--- config.mk ---
export PLATFORM = sky130hd
export DESIGN_NAME = tmon_responder
export DESIGN_NICKNAME = d
export VERILOG_FILES = /design/src/rtl/tmon_responder.sv
export SDC_FILE = /design/constraint.sdc
export NUM_CORES = 1
export LEC_CHECK = 0
export ABC_AREA = 1
export CORE_UTILIZATION = 48
export CTS_CLUSTER_SIZE = 20
export DETAILED_ROUTE_END_ITERATION = 12
export PLACE_DENSITY_LB_ADDON = 0.3
export SKIP_LAST_GASP = 1
export SLEW_MARGIN = 10
export SYNTH_ARGS = -nofsm -noshare
export SYNTH_HDL_FRONTEND = slang
export SYNTH_SLANG_ARGS = --single-unit
--- constraint.sdc ---
create_clock -name clk -period 1.83 [get_ports clk]
set_input_delay 0.2745 -clock clk [delete_from_list [all_inputs] [get_ports clk]]
set_output_delay 0.2745 -clock clk [all_outputs]
set_load 0.01 [all_outputs]
--- src/rtl/tmon_responder.sv ---
// tmon_responder: responder for the temperature-monitor command bus.
// Executes configuration commands, requests periodic sensor samples,
// registers the latest reading and drives a hysteretic over-temperature alarm.
module tmon_responder #(
    parameter logic [7:0]  DEFAULT_FRQ    = 8'd10,
    parameter logic [7:0]  DEFAULT_HIGH   = 8'd80,
    parameter logic [7:0]  HYST           = 8'd2,
    parameter int unsigned SAMPLE_TIMEOUT = 16
) (
    input  logic       clk,
    input  logic       reset,
    input  logic       op_valid,
    input  logic [2:0] op,
    input  logic [7:0] opnd,
    output logic       op_ready,
    output logic       cmd_done,
    output logic       cmd_err,
    output logic       sample_req,
    input  logic       sample_valid,
    input  logic [7:0] sample_data,
    output logic       sample_err,
    output logic [7:0] temp_out,
    output logic [7:0] high_temp,
    output logic [7:0] freq,
    output logic       alarm
);

    localparam int unsigned   TW     = $clog2(SAMPLE_TIMEOUT + 1);
    localparam logic [TW-1:0] T_LAST = TW'(SAMPLE_TIMEOUT - 1);

    localparam logic [2:0] OP_RESET    = 3'd1;
    localparam logic [2:0] OP_SET_FRQ  = 3'd2;
    localparam logic [2:0] OP_SET_HIGH = 3'd3;

    typedef enum logic [1:0] {
        S_IDLE        = 2'd0,
        S_EXEC        = 2'd1,
        S_SAMPLE_WAIT = 2'd2
    } state_t;

    state_t        state_q, state_d;
    logic [2:0]    op_q, op_d;
    logic [7:0]    opnd_q, opnd_d;
    logic [7:0]    cnt_q, cnt_d;
    logic          pend_q, pend_d;
    logic [TW-1:0] tcnt_q, tcnt_d;

    logic          op_ready_d;
    logic          cmd_done_d;
    logic          cmd_err_d;
    logic          sample_req_d;
    logic          sample_err_d;
    logic [7:0]    temp_d;
    logic [7:0]    high_d;
    logic [7:0]    freq_d;
    logic          alarm_d;

    logic          accept;
    logic          expire;
    logic [7:0]    clr;

    // Next-state, register updates and output pulses for the coming edge.
    always_comb begin
        state_d      = state_q;
        op_d         = op_q;
        opnd_d       = opnd_q;
        cnt_d        = cnt_q;
        pend_d       = pend_q;
        tcnt_d       = tcnt_q;
        op_ready_d   = 1'b0;
        cmd_done_d   = 1'b0;
        cmd_err_d    = 1'b0;
        sample_req_d = 1'b0;
        sample_err_d = 1'b0;
        temp_d       = temp_out;
        high_d       = high_temp;
        freq_d       = freq;
        alarm_d      = alarm;

        clr    = (high_temp >= HYST) ? (high_temp - HYST) : 8'd0;
        accept = op_valid && op_ready;
        expire = (freq != 8'd0) && (cnt_q == (freq - 8'd1));

        // Free-running period counter; an expiry arms a single pending sample.
        if (freq == 8'd0) begin
            cnt_d = 8'd0;
        end else if (expire) begin
            cnt_d = 8'd0;
        end else begin
            cnt_d = cnt_q + 8'd1;
        end
        if (expire) begin
            pend_d = 1'b1;
        end

        case (state_q)
            S_IDLE: begin
                if (accept) begin
                    // Command wins over a pending sample; the sample follows EXEC.
                    state_d      = S_EXEC;
                    op_d         = op;
                    opnd_d       = opnd;
                    cmd_done_d   = 1'b1;
                    cmd_err_d    = (op > OP_SET_HIGH);
                    sample_req_d = pend_d && (op != OP_RESET);
                end else if (pend_q) begin
                    state_d      = S_SAMPLE_WAIT;
                    pend_d       = 1'b0;
                    tcnt_d       = '0;
                    sample_req_d = 1'b1;
                end
            end
            S_EXEC: begin
                case (op_q)
                    OP_RESET: begin
                        freq_d  = DEFAULT_FRQ;
                        high_d  = DEFAULT_HIGH;
                        temp_d  = 8'd0;
                        alarm_d = 1'b0;
                        cnt_d   = 8'd0;
                        pend_d  = 1'b0;
                    end
                    OP_SET_FRQ: begin
                        freq_d = opnd_q;
                        cnt_d  = 8'd0;
                        pend_d = pend_q;
                    end
                    OP_SET_HIGH: begin
                        high_d = opnd_q;
                    end
                    default: begin
                        // NOOP and illegal opcodes leave the registers alone.
                    end
                endcase
                if (pend_q && (op_q != OP_RESET)) begin
                    state_d = S_SAMPLE_WAIT;
                    pend_d  = 1'b0;
                    tcnt_d  = '0;
                end else begin
                    state_d = S_IDLE;
                end
            end
            S_SAMPLE_WAIT: begin
                if (sample_valid) begin
                    temp_d  = sample_data;
                    state_d = S_IDLE;
                    if (sample_data > high_temp) begin
                        alarm_d = 1'b1;
                    end else if (sample_data <= clr) begin
                        alarm_d = 1'b0;
                    end
                end else if (tcnt_q == T_LAST) begin
                    sample_err_d = 1'b1;
                    state_d      = S_IDLE;
                end else begin
                    tcnt_d = tcnt_q + TW'(1);
                end
            end
            default: begin
                state_d = S_IDLE;
            end
        endcase

        op_ready_d = (state_d == S_IDLE);
    end

    // State and registered outputs; reset returns everything to defaults.
    always_ff @(posedge clk or posedge reset) begin
        if (reset) begin
            state_q    <= S_IDLE;
            op_q       <= 3'd0;
            opnd_q     <= 8'd0;
            cnt_q      <= 8'd0;
            pend_q     <= 1'b0;
            tcnt_q     <= '0;
            op_ready   <= 1'b1;
            cmd_done   <= 1'b0;
            cmd_err    <= 1'b0;
            sample_req <= 1'b0;
            sample_err <= 1'b0;
            temp_out   <= 8'd0;
            high_temp  <= DEFAULT_HIGH;
            freq       <= DEFAULT_FRQ;
            alarm      <= 1'b0;
        end else begin
            state_q    <= state_d;
            op_q       <= op_d;
            opnd_q     <= opnd_d;
            cnt_q      <= cnt_d;
            pend_q     <= pend_d;
            tcnt_q     <= tcnt_d;
            op_ready   <= op_ready_d;
            cmd_done   <= cmd_done_d;
            cmd_err    <= cmd_err_d;
            sample_req <= sample_req_d;
            sample_err <= sample_err_d;
            temp_out   <= temp_d;
            high_temp  <= high_d;
            freq       <= freq_d;
            alarm      <= alarm_d;
        end
    end

endmodule

Word level (Yosys, flattened, before mapping)
Cells that the tools add are included.

Register bits: 57. Input bits: 23. Output and inout bits: 30. Logic and storage cells: 103.

Add/sub/neg operators: 4. Order comparisons: 4. Eq/ne operators: 18. Multiplexer cells: 43. Reduce and logical (&&, ||, !) cells: 19.

Operators with widths (count): two-way mux 8 bit (7); case mux 8 bit (2 select lines) (3); two-way mux 5 bit (5); two-way mux 1 bit (18); case mux 5 bit (3 select lines) (1); != test 2 bit (second input constant) (6); two-way mux 2 bit (5); adder 8 x 1 -> 8 bit (second input constant) (1); equality test 8 bit (1); >= comparator 8 x 2 -> 1 bit (second input constant) (1); > comparator 8 bit (1); less-or-equal comparator 8 bit (1); zero test 8 bit (1); nonzero test 8 bit (1); subtractor 8 x 1 -> 8 bit (second input constant) (1); subtractor 8 x 2 -> 8 bit (second input constant) (1); equality test 3 x 2 -> 1 bit (second input constant) (2); != test 3 x 1 -> 1 bit (second input constant) (2); != test 3 bit (second input constant) (2); case mux 1 bit (2 select lines) (3); case mux 2 bit (3 select lines) (1); AND reduction 2 bit (3); AND reduction 6 bit (1); nonzero test 2 bit (3); 13 further kinds (17).

Logic depth before layout (Yosys ltp)
Gate-level depths: netlist (run 1).

Word-level depth: 7. Depth in mapped cells: 16. Mapped depth without buffers: 16.

Worst setup path after synthesis (run 1)
No wires, ideal clock.

Path type: register to register. Start point: register high_temp[3]. End point: register alarm. Library setup time: 0.065 ns. Arrival time: 1.915 ns. Required time: 1.765 ns. Slack: -0.150 ns. Cell stages (with the launch flop): 16. Buffers on the path: 0. Clock period less this slack: 1.980 ns. Cell sequence: dfrtp_1 inv_1 nand3_1 nor3_1 nand2_1 inv_1 or2_2 ha_1 nand2_1 o21ai_0 nand2_1 o211ai_1 nand3_1 nand2_1 nand2_1 nand2_1.

Cells in the longest elaborated chain, start to end: 5. Elaborated cells on any way between the ends: 10. Those cells by class: add/sub (1); order compare (3); eq/ne (1); mux (4); reduce/logical (1).

RTL lines: start, declared (RTL line 23) `output logic [7:0] high_temp,`; start signal, assigned (RTL line 198) `high_temp <= high_d;`; subtractor 8 x 2 -> 8 bit or >= comparator 8 x 2 -> 1 bit (tied branches) (RTL line 80) `clr = (high_temp >= HYST) ? (high_temp - HYST) : 8'd0;`; two-way mux 8 bit (RTL line 80); less-or-equal comparator 8 bit (RTL line 149) `end else if (sample_data <= clr) begin`; != test 3 bit (no source line); AND reduction 4 bit (no source line); end signal, assigned (RTL line 200) `alarm <= alarm_d;`; end, declared (RTL line 25) `output logic alarm`.

Parallel ways exist; a longest one is shown, timed or not. The select of a mux whose other input is x is not followed. A chain may end at the register's enable or synchronous reset.

Worst setup path in the final report (run 1)
Ends and elaborated chain as after synthesis.

==> flow_metrics.py, run 1 <==
metrics = {
    "pwr": {
        "pwr-share-seq": 0.294,
        "vdd_drop_max_mv": 1.09,
        "p_sw_w": 0.00311,
        "clkPwrFrac": 0.152,
        "power_density_nw_per_um2": 1690,
        "switching_share": 0.413,
        "power.total_w": 0.00752,
        "p_int_w": 0.00441,
        "p_leak_nw": 2.13,
        "comb_power_share": 0.555,
    },
    "timing": {
        "period_share": 1.10,
        "setup_ws_ns": -0.186,
        "min_period_ns": 2.02,
        "finalMaxSlewViolations": 0,
        "slew_headroom": 0.716,
        "finClkSkew_ns": 0.00870,
        "setup_viol": 1,
        "rsz0062_at_grt": "true",
        "fmax_mhz": 496,
        "hold_viol": 0,
        "whs_ns": 0.306,
        "worst_pin_slew_ns": 0.423,
    },
    "floorplan": {
        "die_width_um": 83.4,
        "core-area_um2": 6390,
        "io_pins": 53,
        "fp.dieArea_um2": 6960,
        "rows": 29,
        "fp.dieH_um": 83.4,
        "initial_core_util": 0.498,
    },
    "cells_and_area": {
        "n_fill_cell": 502,
        "layout.cells.non_filler": 562,
        "nets": 524,
        "areaGrowthSynthToFinish_pct": 40.1,
        "antenna_cells": 0,
        "drive_gt1_frac": 0.268,
    },
    "synth": {
        "synth_fp_nets": 424,
        "synth_edf_count": 0,
        "syn_avg_cell_area_um2": 8.37,
        "synth_area_um2": 3180,
        "yosysTopAreaCell": "dfrtp_1",
        "yosysMostFrequentCell": "nand2_1",
        "ys.flop_type": "dfrtp_1",
        "yosys.area.top_type_share": 0.409,
        "yosysWarnings": 0,
        "yosysUniqueCellTypes": 35,
        "ys_top_cells_by_count": "nand2_1, inv_1, dfrtp_1, o21ai_0, nor2_1",
        "ys_seq_area_frac": 0.450,
        "yosys_register_bits": 57,
        "synthCells": 380,
        "synthArstFlopShare": 1.00,
        "synthTopCellsByArea": "dfrtp_1, ha_1, nand2_1",
    },
    "place": {
        "dpl.cell_count": 534,
        "hpwl_um": 5680,
        "io_buffer_count": 52,
        "place_congestion": 0.833,
    },
    "clocking": {
        "htree_levels": 3,
        "cts.path.max_buffers": 2,
        "worstSkewPairLatency_ns": 0.34,
        "numCtsBuffers": 9,
        "clock_sinks": 57,
        "cts-root-buf": "clkbuf_8",
        "hold_buffers": 0,
        "clkSlewWorstSetupHoldPaths_ns": 0.07,
        "cts_tree": "yes",
    },
    "setup_path": {
        "critPathRequiredTime_ns": 2.06,
        "timing.rr.end": "alarm",
        "slowest_stage": "dfrtp_1",
        "path_buf_inv": 2,
        "end_kind": "flop",
        "reg2reg_depth": 16,
        "arrival_ns": 2.25,
        "start_kind": "flop",
        "cp_max_fo": 3,
        "path_cells": "inv_2 -> nand3_4 -> nor3_4 -> inv_2 -> nand2_2 -> nor3_2 -> o21ai_1 -> ha_1 -> nand3_2 -> nor2_1 -> nand2_1 -> o211ai_1 -> nand3_1 -> nand2_1 -> nand2_1 -> nand2_1",
        "cp_top_family": "simple AND/OR/NAND/NOR gates",
        "cp_common_cell": "nand2_1",
        "critPathKind": "reg -> reg",
        "rr_startpoint": "high_temp[3]",
        "cp_slowest_stage_delay_ns": 0.42,
        "reg2reg_setup_slack_ns": -0.19,
    },
    "status": {
        "status": "finished, violations left",
        "violations": "negative setup slack",
    },
    "worst_hold_path": {
        "hp-class": "in -> async",
    },
    "routing": {
        "ant_nets": 0,
        "wl_per_cell_um": 14.3,
        "drc": 0,
        "drt_wl_total_um": 8040,
        "vias": 2984,
        "via_per_inst": 5.31,
        "first_pass_iters": 4,
        "drt-initial-drc-count": 185,
    },
    "global_route": {
        "grt_first_pass_wirelength_um": 13400,
        "grt_start_max_net_pins": 58,
        "grt_pass1_vias": 2940,
        "grtUsageTotal": 0.244,
        "antenna_found_initial": 0,
        "grt_overflow": 0,
    },
    "job": {
        "cap_violations": 0,
    },
}
registers in the layout, summed over array words and instances (netlist names):
register / count
opnd_q: 8
pend_q: 1
cnt_q: 8
cmd_done: 1
sample_err: 1
op_ready: 1
op_q: 3
state_q: 2
tcnt_q: 5
freq: 8
cmd_err: 1
alarm: 1
sample_req: 1
high_temp: 8
temp_out: 8
worst max-delay path by stage:
stage	startpoint	endpoint	slack, ns	depth (start not counted)
finish	high_temp[3]	alarm	-0.19	16
floorplan	high_temp[3]	alarm	-0.06	14
detailed placement	high_temp[3]	alarm	-0.15	16
global placement	sample_data[1]	alarm	-0.11	10
global route	high_temp[3]	alarm	-0.31	16
CTS	high_temp[3]	alarm	-0.15	14
layout by cell type (no fill, tap or decap), types with 2 or more instances in the layout:
cell	netlist	final
nand2_4	0	2
buf_6	0	2
clkbuf_1	2	2
nand3_1	29	25
dfstp_2	5	5
ha_1	21	16
buf_4	1	38
clkbuf_8	0	13
ha_4	0	3
nand3_2	1	4
inv_1	54	45
ha_2	0	2
o21ai_0	33	29
dfrtp_1	52	52
xor2_1	6	6
inv_2	7	16
nor2_2	10	16
nand3_4	1	2
clkdlybuf4s50_1	0	50
nand2_2	5	12
a211oi_1	3	3
nand4_1	2	2
nor3_1	6	3
xnor2_1	6	6
a21oi_1	10	10
o22ai_1	3	3
nand2_1	69	60
o21ai_1	0	4
a22o_1	7	7
nor3_2	3	5
nor2_4	0	2
nor2_1	32	24
per-stage QoR:
| step | cell area [um2] | worst slack [ns] | util | setup TNS [ns] |
|---|---|---|---|---|
| 2_1_floorplan | 3220 | -0.0638 | - | -0.0638 |
| 4_1_cts | 4350 | -0.147 | 0.682 | -0.147 |
| 5_1_grt | 4460 | -0.308 | 0.698 | -0.733 |
| 3_3_place_gp | 4050 | -0.109 | 0.634 | -0.109 |
| 3_5_place_dp | 4050 | -0.154 | 0.634 | -0.214 |
| 6_report | 4460 | -0.186 | 0.698 | -0.186 |
cells by family after synthesis:
group,Yosys count,synth area share
xor gates and xnor gates,12,0.0330
buffers and inverters,65,0.0783
AOI/OAI and AO/OA,63,0.120
and+or+nand+nor,162,0.236
adders and majority gates,21,0.0826
DFF,57,0.450
area by class of cell:
type	instances	area [um2]	area share
multi-input combinational	258	1660	0.371
sequential	57	1430	0.321
timing repair buffer	93	850	0.191
inverter	61	229	0.0514
clock buffer	15	186	0.0418
tap	77	96.3	0.0216
clock inverter	1	7.51	0.00168
tightest hold or removal path: cells and delay by family:
family,cells,cell delay (ns)
buffers and inverters,3,0.75
layer usage:
| metal | track usage | share of wire | wire length [um] | up-vias |
|---|---|---|---|---|
| li1 | - | - | - | 1439 |
| met1 | 0.318 | 0.44 | 3580 | 1420 |
| met2 | 0.379 | 0.48 | 3830 | 104 |
| met3 | 0.0557 | 0.057 | 460 | 21 |
| met4 | 0.130 | 0.022 | 178 | 0 |
| met5 | 0 | 0 | 0 | - |
power by group through the flow:
stage | logic [W] | clock network [W] | registers (W)
global route | 0.00460 | 0.00120 | 0.00227
detailed placement | 0.00365 | 0 | 0.00221
CTS | 0.00389 | 0.00116 | 0.00219
floorplan | 0.00216 | 0 | 0.00226
global placement | 0.00351 | 0 | 0.00219
finish | 0.00417 | 0.00114 | 0.00221
what timing repair did:
item                       in CTS  in global routing
buffers inserted                9                  3
pin swaps                      11                 17
setup endpoints to repair       3                 17
gates resized for setup        13                 27
No activity file was read; power rests on OpenSTA's default activity.
==> run 2, diff against run 1 <==
--- a/config.mk
+++ b/config.mk
@@ -10,7 +10,7 @@
 export CTS_CLUSTER_SIZE = 20
 export DETAILED_ROUTE_END_ITERATION = 12
 export PLACE_DENSITY_LB_ADDON = 0.3
-export SKIP_LAST_GASP = 1
+export SKIP_CTS_REPAIR_TIMING = 1
 export SLEW_MARGIN = 10
 export SYNTH_ARGS = -nofsm -noshare
 export SYNTH_HDL_FRONTEND = slang
==> constraint.sdc (replaced) <==
create_clock -name clk -period 1.7 [get_ports clk]
set_input_delay 0.255 -clock clk [delete_from_list [all_inputs] [get_ports clk]]
set_output_delay 0.255 -clock clk [all_outputs]
set_load 0.01 [all_outputs]
==> run 2 against run 1 <==
The flow still finishes with violations (negative setup slack). Total power up 4.1%. Clock-buffer cell count shrank 2. Critical endpoint unchanged. Fmax increased by 0.20%. Register-to-register slack got worse by 0.13 ns. Largest cell class unchanged. Design area decreased by 1.3%. Sequential power grew 8%. Sequential share of layout area is 0.46 points higher.
==> flow_metrics.py, run 2 (same netlist as run 1, synthesis figures left out) <==
metrics = {
    "timing": {
        "setup_viol": 17,
        "setup_ws_ns": -0.312,
        "min_period_ns": 2.01,
        "rsz0062_at_grt": "true",
        "tns_ns": -1.10,
        "finalMaxSlewViolations": 0,
        "worst_pin_slew_ns": 0.402,
        "slew_headroom": 0.732,
        "hold_viol": 0,
        "fmax_mhz": 497,
        "finClkSkew_ns": 0.00934,
        "period_share": 1.18,
    },
    "cells_and_area": {
        "nets": 523,
        "final_common_cell": "nand2_1",
        "multi_input_area_um2": 1610,
        "n_fill_cell": 496,
        "drive_gt1_frac": 0.250,
        "most-common-layout-cells": "nand2_1, dfrtp_1, inv_1",
        "areaGrowthSynthToFinish_pct": 38.3,
        "regArea_um2": 1430,
        "antenna_cells": 0,
    },
    "routing": {
        "drc": 0,
        "vias": 2886,
        "wl_per_cell_um": 13.9,
        "first_pass_iters": 4,
        "via_per_inst": 5.14,
        "drt_wl_total_um": 7780,
        "drt-initial-drc-count": 203,
        "ant_nets": 0,
    },
    "worst_hold_path": {
        "hp-class": "in -> async",
    },
    "setup_path": {
        "cp-startpoint": "high_temp[1]",
        "cp_top_family": "simple AND/OR/NAND/NOR gates",
        "start_kind": "flop",
        "crit_end": "alarm",
        "reg2reg_setup_slack_ns": -0.31,
        "reg2reg_depth": 14,
        "end_kind": "flop",
        "critPathRequiredTime_ns": 1.94,
        "cp_slowest_stage_delay_ns": 0.38,
        "cp_common_cell": "nand2_1",
        "path_buf_inv": 2,
        "rr_startpoint": "high_temp[1]",
        "slowest_stage": "dfrtp_1",
        "path_cells": "inv_2 -> nand3_2 -> nor3_4 -> inv_2 -> nand2_2 -> o21ai_2 -> ha_1 -> nand3_2 -> nor3_2 -> nand3_1 -> nand3_1 -> nand2_1 -> nand2_1 -> nand2_1",
        "critPathKind": "reg -> reg",
        "arrival_ns": 2.25,
        "crit_cells": 14,
        "timing.rr.end": "alarm",
        "cp_max_fo": 4,
    },
    "pwr": {
        "p_leak_nw": 2.16,
        "pwr-share-seq": 0.304,
        "p_sw_w": 0.00326,
        "power.total_w": 0.00783,
        "vdd_drop_max_mv": 0.991,
        "power_density_nw_per_um2": 1780,
        "p_int_w": 0.00457,
        "switching_share": 0.416,
        "comb_power_share": 0.555,
        "clkPwrFrac": 0.141,
    },
    "clocking": {
        "numCtsBuffers": 9,
        "cts_tree": "yes",
        "cts.path.max_buffers": 2,
        "clkSlewWorstSetupHoldPaths_ns": 0.06,
        "worstSkewPairLatency_ns": 0.35,
        "htree_levels": 3,
        "clock_sinks": 57,
        "cts-root-buf": "clkbuf_8",
    },
    "floorplan": {
        "fp.dieH_um": 83.4,
        "die_width_um": 83.4,
        "rows": 29,
        "initial_core_util": 0.498,
        "core-area_um2": 6390,
        "io_pins": 53,
        "fp.dieArea_um2": 6960,
    },
    "status": {
        "violations": "negative setup slack",
        "status": "finished, violations left",
    },
    "global_route": {
        "met3_usage": 0.0507,
        "grt_use_met1": 0.327,
        "grt_pass1_vias": 2833,
        "grtUsageTotal": 0.242,
        "grt_start_max_net_pins": 58,
        "grt_first_pass_wirelength_um": 13300,
        "grt-busiest-layer": "met2",
        "grtUsageMet2": 0.379,
        "grt_overflow": 0,
        "antenna_found_initial": 0,
    },
    "place": {
        "io_buffer_count": 52,
        "post-place-ws_ns": -0.293,
        "hpwl_um": 5580,
        "place_congestion": 0.857,
    },
    "job": {
        "cap_violations": 0,
    },
}
-- run 2: cell types whose count changed in the layout (fill, tap and decap cells not counted), sizes merged --
cell / previous run / this run
clkdlybuf4s50: 50 / 45
dlymetal6s2s: 1 / 7
buf: 41 / 40
clkbuf: 15 / 13
clkinv: 0 / 2
dlygate4sd2: 1 / 0
-- run 2: metal layers --
metal  part of all wire  vias to the layer above
met4              0.013                        0
met5                  0                        -
met1               0.48                     1373
met2               0.46                       61
met3              0.046                       13
li1                   -                     1439
-- run 2: final cells by class --
| type | instances | area share |
|---|---|---|
| Clock buffer | 13 | 0.0339 |
| Clock inverter | 3 | 0.00398 |
| Tap cell | 77 | 0.0219 |
| Inverter | 61 | 0.0521 |
| Sequential cell | 57 | 0.326 |
| Timing Repair Buffer | 92 | 0.196 |
| Multi-Input combinational cell | 258 | 0.366 |
-- run 2: power groups by stage --
stage | logic (W) | clock network (W) | registers [W]
finish | 0.00435 | 0.00111 | 0.00238
global route | 0.00486 | 0.00119 | 0.00245
CTS | 0.00404 | 0.00112 | 0.00236
detailed placement | 0.00401 | 0 | 0.00237
global placement | 0.00386 | 0 | 0.00235
floorplan | 0.00232 | 0 | 0.00243
-- run 2: worst min-delay path by stage --
stage	startpoint	cells past startpoint	end	slack, ns
3_5_place_dp	cnt_q[0]	1	cnt_q[0]	0.48
4_1_cts	reset	3	temp_out[3]	0.30
2_1_floorplan	sample_data[0]	2	temp_out[0]	0.37
3_3_place_gp	temp_out[0]	2	temp_out[0]	0.46
5_1_grt	reset	3	temp_out[1]	0.33
6_report	reset	3	temp_out[3]	0.29
-- run 2: stage by stage --
step	utilization	instance area, um2	std cells	hold WS (ns)
floorplan	-	3220	380	0.372
global placement	0.643	4110	540	0.462
detailed placement	0.643	4110	540	0.480
CTS	0.669	4270	556	0.304
global route	0.689	4400	561	0.332
finish	0.689	4400	561	0.287
-- run 2: worst reg2reg max path, cell delays in order (launching register included) --
cell,delay [ns]
dfrtp_1,0.38
inv_2,0.09
nand3_2,0.12
nor3_4,0.18
inv_2,0.07
nand2_2,0.08
o21ai_2,0.07
ha_1,0.32
nand3_2,0.10
nor3_2,0.17
nand3_1,0.10
nand3_1,0.08
nand2_1,0.05
nand2_1,0.05
nand2_1,0.04
==> run 3, diff against run 2 <==
--- a/config.mk
+++ b/config.mk
@@ -6,6 +6,7 @@
 export NUM_CORES = 1
 export LEC_CHECK = 0
 export ABC_AREA = 1
+export CAP_MARGIN = 5
 export CORE_UTILIZATION = 48
 export CTS_CLUSTER_SIZE = 20
 export DETAILED_ROUTE_END_ITERATION = 12
==> results of run 3 <==
Same layout as run 2: the final DEF is identical, and so are final timing and power.
